<file path="src/rtl/tt_mux_pkg.sv">
// rtl/tt_mux_pkg.sv - shared types and slot field layout for the project-select controller
package tt_mux_pkg;

   typedef enum logic [1:0] {
      IDLE  = 2'd0,
      GAP   = 2'd1,
      RESET = 2'd2,
      RUN   = 2'd3
   } state_e;

   localparam int TT_IO_W     = 8;
   localparam int TT_OW_W     = 24;

   // Each slot's output word is {uio_oe, uio_out, uo_out}
   localparam int UO_LSB      = 0;
   localparam int UIO_OUT_LSB = 8;
   localparam int UIO_OE_LSB  = 16;

endpackage

</file>
<file path="src/rtl/tt_proj_out_mux.sv">
// rtl/tt_proj_out_mux.sv - registered selector of one slot's 24-bit output word
module tt_proj_out_mux
   import tt_mux_pkg::*;
#(
   parameter int NUM_PROJ = 16,
   parameter int SEL_W    = 5
) (
   input  logic                         clk,
   input  logic                         rst_n,
   input  logic                         zero_i,
   input  logic [SEL_W-1:0]             sel_i,
   input  logic [TT_OW_W*NUM_PROJ-1:0]  ow_i,
   output logic [TT_OW_W-1:0]           q_o
);

   logic [TT_OW_W-1:0] slot_w;
   logic [TT_OW_W-1:0] q_q;

   // Loop compare keeps an out-of-range select harmless instead of slicing past the bus
   always_comb begin
      slot_w = '0;
      for (int k = 0; k < NUM_PROJ; k++) begin
         if (sel_i == SEL_W'(k)) begin
            slot_w = ow_i[k*TT_OW_W +: TT_OW_W];
         end
      end
   end

   always_ff @(posedge clk or negedge rst_n) begin
      if (!rst_n) begin
         q_q <= '0;
      end else if (zero_i) begin
         q_q <= '0;
      end else begin
         q_q <= slot_w;
      end
   end

   assign q_o = q_q;

endmodule

</file>
<file path="src/rtl/tt_proj_mux_ctrl.sv">
// rtl/tt_proj_mux_ctrl.sv - sequences project-slot switches (gap, held reset, run) and routes pads
module tt_proj_mux_ctrl
   import tt_mux_pkg::*;
#(
   parameter  int NUM_PROJ = 16,
   parameter  int GAP_CYC  = 4,
   parameter  int RST_CYC  = 8,
   localparam int SEL_W    = $clog2(NUM_PROJ + 1)
) (
   input  logic                         clk,
   input  logic                         rst_n,
   input  logic                         sel_req,
   input  logic [SEL_W-1:0]             sel_addr,
   output logic                         sel_busy,
   output logic                         sel_done,
   output logic [SEL_W-1:0]             act_addr,
   input  logic [TT_IO_W-1:0]           ui_in,
   input  logic [TT_IO_W-1:0]           uio_in,
   output logic [2*TT_IO_W-1:0]         proj_in,
   output logic [NUM_PROJ-1:0]          proj_ena,
   output logic [NUM_PROJ-1:0]          proj_rst_n,
   input  logic [TT_OW_W*NUM_PROJ-1:0]  proj_ow,
   output logic [TT_IO_W-1:0]           uo_out,
   output logic [TT_IO_W-1:0]           uio_out,
   output logic [TT_IO_W-1:0]           uio_oe
);

   localparam int              MAX_CYC  = (GAP_CYC > RST_CYC) ? GAP_CYC : RST_CYC;
   localparam int              CNT_W    = $clog2(MAX_CYC) + 1;
   localparam logic [CNT_W-1:0] GAP_LOAD = CNT_W'(GAP_CYC - 1);
   localparam logic [CNT_W-1:0] RST_LOAD = CNT_W'(RST_CYC - 1);
   localparam logic [SEL_W-1:0] NONE     = SEL_W'(NUM_PROJ);

   state_e            state_q, state_d;
   logic [CNT_W-1:0]  cnt_q, cnt_d;
   logic [SEL_W-1:0]  act_q, act_d;
   logic              done_q, done_d;
   logic              slot_on;
   logic              pad_zero;
   logic [TT_OW_W-1:0] pad_w;

   always_comb begin
      state_d = state_q;
      cnt_d   = cnt_q;
      act_d   = act_q;
      done_d  = 1'b0;
      unique case (state_q)
         IDLE, RUN: begin
            if (sel_req) begin
               act_d   = sel_addr;
               cnt_d   = GAP_LOAD;
               state_d = GAP;
            end
         end
         GAP: begin
            if (cnt_q == '0) begin
               if (act_q < NONE) begin
                  cnt_d   = RST_LOAD;
                  state_d = RESET;
               end else begin
                  done_d  = 1'b1;
                  state_d = IDLE;
               end
            end else begin
               cnt_d = cnt_q - 1'b1;
            end
         end
         RESET: begin
            if (cnt_q == '0) begin
               done_d  = 1'b1;
               state_d = RUN;
            end else begin
               cnt_d = cnt_q - 1'b1;
            end
         end
      endcase
   end

   always_ff @(posedge clk or negedge rst_n) begin
      if (!rst_n) begin
         state_q <= IDLE;
         cnt_q   <= '0;
         act_q   <= NONE;
         done_q  <= 1'b0;
      end else begin
         state_q <= state_d;
         cnt_q   <= cnt_d;
         act_q   <= act_d;
         done_q  <= done_d;
      end
   end

   assign slot_on  = (state_q == RESET) || (state_q == RUN);
   assign sel_busy = (state_q == GAP) || (state_q == RESET);
   assign sel_done = done_q;
   assign act_addr = act_q;
   assign proj_in  = slot_on ? {uio_in, ui_in} : '0;

   always_comb begin
      proj_ena   = '0;
      proj_rst_n = '0;
      for (int k = 0; k < NUM_PROJ; k++) begin
         proj_ena[k]   = slot_on && (act_q == SEL_W'(k));
         proj_rst_n[k] = (state_q == RUN) && (act_q == SEL_W'(k));
      end
   end

   // Pads blank on the very edge a switch is accepted, so a leaving slot never drives past RUN
   assign pad_zero = !((state_q == RUN) && (state_d == RUN));

   tt_proj_out_mux #(
      .NUM_PROJ (NUM_PROJ),
      .SEL_W    (SEL_W)
   ) u_out_mux (
      .clk    (clk),
      .rst_n  (rst_n),
      .zero_i (pad_zero),
      .sel_i  (act_q),
      .ow_i   (proj_ow),
      .q_o    (pad_w)
   );

   assign uo_out  = pad_w[UO_LSB      +: TT_IO_W];
   assign uio_out = pad_w[UIO_OUT_LSB +: TT_IO_W];
   assign uio_oe  = pad_w[UIO_OE_LSB  +: TT_IO_W];

endmodule

</file>
<file path="config.mk">
export PLATFORM = sky130hd
export DESIGN_NAME = tt_proj_mux_ctrl
export DESIGN_NICKNAME = d
export VERILOG_FILES = /design/src/rtl/tt_mux_pkg.sv /design/src/rtl/tt_proj_out_mux.sv /design/src/rtl/tt_proj_mux_ctrl.sv
export SDC_FILE = /design/constraint.sdc
export NUM_CORES = 1
export LEC_CHECK = 0
export ABC_AREA = 1
export CORE_AREA = 2 2 191 193
export CTS_CLUSTER_SIZE = 8
export DETAILED_ROUTE_END_ITERATION = 16
export DIE_AREA = 0 0 193 195
export PLACE_DENSITY = 0.45
export SETUP_SLACK_MARGIN = 0.3
export SLEW_MARGIN = 20
export SYNTH_ARGS = -nofsm -noshare
export SYNTH_HDL_FRONTEND = slang
export SYNTH_SLANG_ARGS = --single-unit
</file>
<file path="constraint.sdc">
create_clock -name clk -period 2.1 [get_ports clk]
set_input_delay 0.42 -clock clk [delete_from_list [all_inputs] [get_ports clk]]
set_output_delay 0.42 -clock clk [all_outputs]
set_load 0.02 [all_outputs]
</file>
==> impl_metrics.toml <==
[timing]
min_period_ns = 2.27
setup_slack_ns = -0.166
report.final.slew_viol_count = 0
finalHoldViolCount = 0
skew_ns = 0.00994
worstMarginPinSlew_ns = 0.471
hold_ws_ns = 0.0814
setup_tns_ns = -1.44
slew_headroom_pct = 68.6
finalCritPeriodShare_pct = 108
fmaxAchievable_mhz = 441
grt_setup_unrepaired = "yes"
setup_violations = 31

[setup_path]
crit_chain = "inv_4 -> nand2_8 -> nor2_4 -> buf_6 -> buf_4 -> buf_6 -> nand2_2 -> nand3_2 -> nor2_2 -> nand4_1 -> nand2_2 -> nand4_1 -> nand2_2 -> nand4_1 -> nand2_1 -> inv_1"
max_stage_delay_ns = 0.62
crit_fanout = 6
reg2regPathDepth = 16
path_class = "reg2reg"
cp.arrival_ns = 2.45
start_kind = "flip-flop"
rrSetupSlack_ns = -0.17
r2r_end = "u_out_mux.q_o[10]$_DFF_PN0_"
crit_buf_inv = 5
endpoint_kind = "flip-flop"
rr_startpoint = "act_addr[4]$_DFFE_PN1P_"
cp_data_required_time_ns = 2.29
cp_top_family = "simple AND/OR/NAND/NOR gates"
slowest_stage = "dfstp_2"

[die]
die_y_um = 195
dieArea_um2 = 37600
die_w_um = 193
row_count = 69
fp.coreArea_um2 = 35400
pin_count = 487
initial_utilization_pct = 14.8

[pwr]
power.density_nw_per_um2 = 608
p_leak_nw = 5.73
vdd_drop_max_v = 0.000307

[finish]
area_growth_syn_to_layout_pct = 147
drive_above_1_share_pct = 23.0
final_common_cell = "clkdlybuf4s50_1"
final_cell_mix = "clkdlybuf4s50_1 (431), nand2_1 (308), nor2_1 (120)"
n_fill_cell = 3794
final_area_um2 = 12900
fin_cells = 2058
nets = 2006

[drt]
vias_per_cell = 4.20
postRouteWirelength_mm = 39.1
drt-pass1-iter-count = 4
ant_nets = 0
drc = 0
drt_iter0_markers = 338
wire_per_inst_um = 19.0
routed-via-count = 8639

[global_routing]
grt_pass1_vias = 9143
grt-ovfl-total = 0
antenna_found_initial = 3
grt_pass1_wl_mm = 55.9
grt.total_usage_pct = 20.0
grt_max_degree = 49

[clocking]
clk_latency_ns = 0.29
cts_buffers = 5
clockRootBuffer = "clkbuf_16"
clkTransAtPathRegs_ns = 0.06
cts_num_sinks = 36
clockBufferDepth = 2
cts_tree = "built"
htree_levels = 2
holdBufCountCts = 0

[yosys]
postSynthAreaPerCell_um2 = 5.16
ys_ff_latch = 36
synth.distinct_cells = 30
syn-num-nets = 1424
syn_inst = 1012
synth.cell_area_um2 = 5230
seq_area_frac_synth_pct = 17.3
synth_warnings = 0

[place]
dp.cells = 1987
placed_area_um2 = 11500
port_buffers = 486
routabilityCongestion = 0.934
dp_hpwl_mm = 31.9
place_ws_ns = -0.217

[run]
drv_cap = 0

[outcome]
violations = "setup timing"
status = "complete, but fails checks"

[worst_hold_path]
min_path_type = "in2async"
cells in the mapped netlist, drive strengths merged:
cell	count	share of area, %
o21ai	28	2.7
buf	34	3.3
a31oi	3	0.36
nand3	67	6.8
ha	4	0.96
dfrtp	35	17
nor3	1	0.096
nand4	96	11
a32o	1	0.19
nor2	197	15
nand2	337	24
or2	35	4.2
clkbuf	19	1.4
dfstp	1	0.50
a2bb2oi	1	0.29
inv	143	10
a21oi	10	0.96
report_power, final:
part / leakage, nW / internal, mW / switching (mW)
clock: 0.0772 / 0.507 / 0.325
sequential: 0.474 / 0.805 / 0.133
combinational: 5.18 / 2.85 / 3.24
worst max path at each step:
| stage | from | to | slack [ns] | depth (start not counted) |
|---|---|---|---|---|
| finish | act_addr[4]$_DFFE_PN1P_ | u_out_mux.q_o[10]$_DFF_PN0_ | -0.17 | 16 |
| global route | act_addr[4]$_DFFE_PN1P_ | u_out_mux.q_o[18]$_DFF_PN0_ | -0.30 | 13 |
| CTS | act_addr[4]$_DFFE_PN1P_ | u_out_mux.q_o[11]$_DFF_PN0_ | -0.16 | 14 |
| detailed placement | act_addr[4]$_DFFE_PN1P_ | u_out_mux.q_o[8]$_DFF_PN0_ | -0.22 | 13 |
| global placement | act_addr[4]$_DFFE_PN1P_ | u_out_mux.q_o[8]$_DFF_PN0_ | -0.19 | 13 |
| floorplan | act_addr[1]$_DFFE_PN0P_ | proj_ena[0] | 0.27 | 6 |
registers in the layout (all words and copies together), names as in the netlist:
signal and count:
act_addr 5, cnt_q 4, sel_done 1, state_q 2, u_out_mux.q_o 24
layer usage:
| layer | vias to the layer above | share of wire (%) | GRT usage, % |
|---|---|---|---|
| met3 | 33 | 8.6 | 4.96 |
| met1 | 3877 | 37 | 22.2 |
| met4 | 2 | 1.8 | 3.96 |
| li1 | 4337 | - | - |
| met2 | 390 | 52 | 38.1 |
| met5 | - | 0.018 | 0 |
stage by stage:
step                power [mW]  utilization [%]
floorplan                 3.36                -
global placement          6.10             32.4
detailed placement        6.11             32.4
CTS                       7.77             35.8
global route              8.51             36.5
finish                    7.86             36.5
logic make-up (layout without fill, tap and decap cells):
family	Yosys count	count (layout)	synth area share, %
compound gates	43	43	4.48
fa+ha+maj	4	4	0.958
buf+inv	196	779	15.0
flops	36	36	17.3
other cells	0	2	0
simple gates	733	733	62.3
timing repair:
| action | CTS | global route |
|---|---|---|
| gates cloned | 4 | 0 |
| gates resized for setup | 433 | 48 |
| pin swaps | 36 | 25 |
| setup buffers | 46 | 11 |
| endpoints found under the setup margin | 80 | 76 |
final cells by class:
class,instances,area [um2],area share (%)
repair buffers,628,6580,50.9
well taps,461,577,4.46
inverters,143,567,4.38
flip-flops and latches,36,908,7.03
diodes,2,5.00,0.0387
multi-input cells,780,4130,32.0
clock buffers,8,156,1.21
Note: power is estimated with default switching activity, not from simulation.
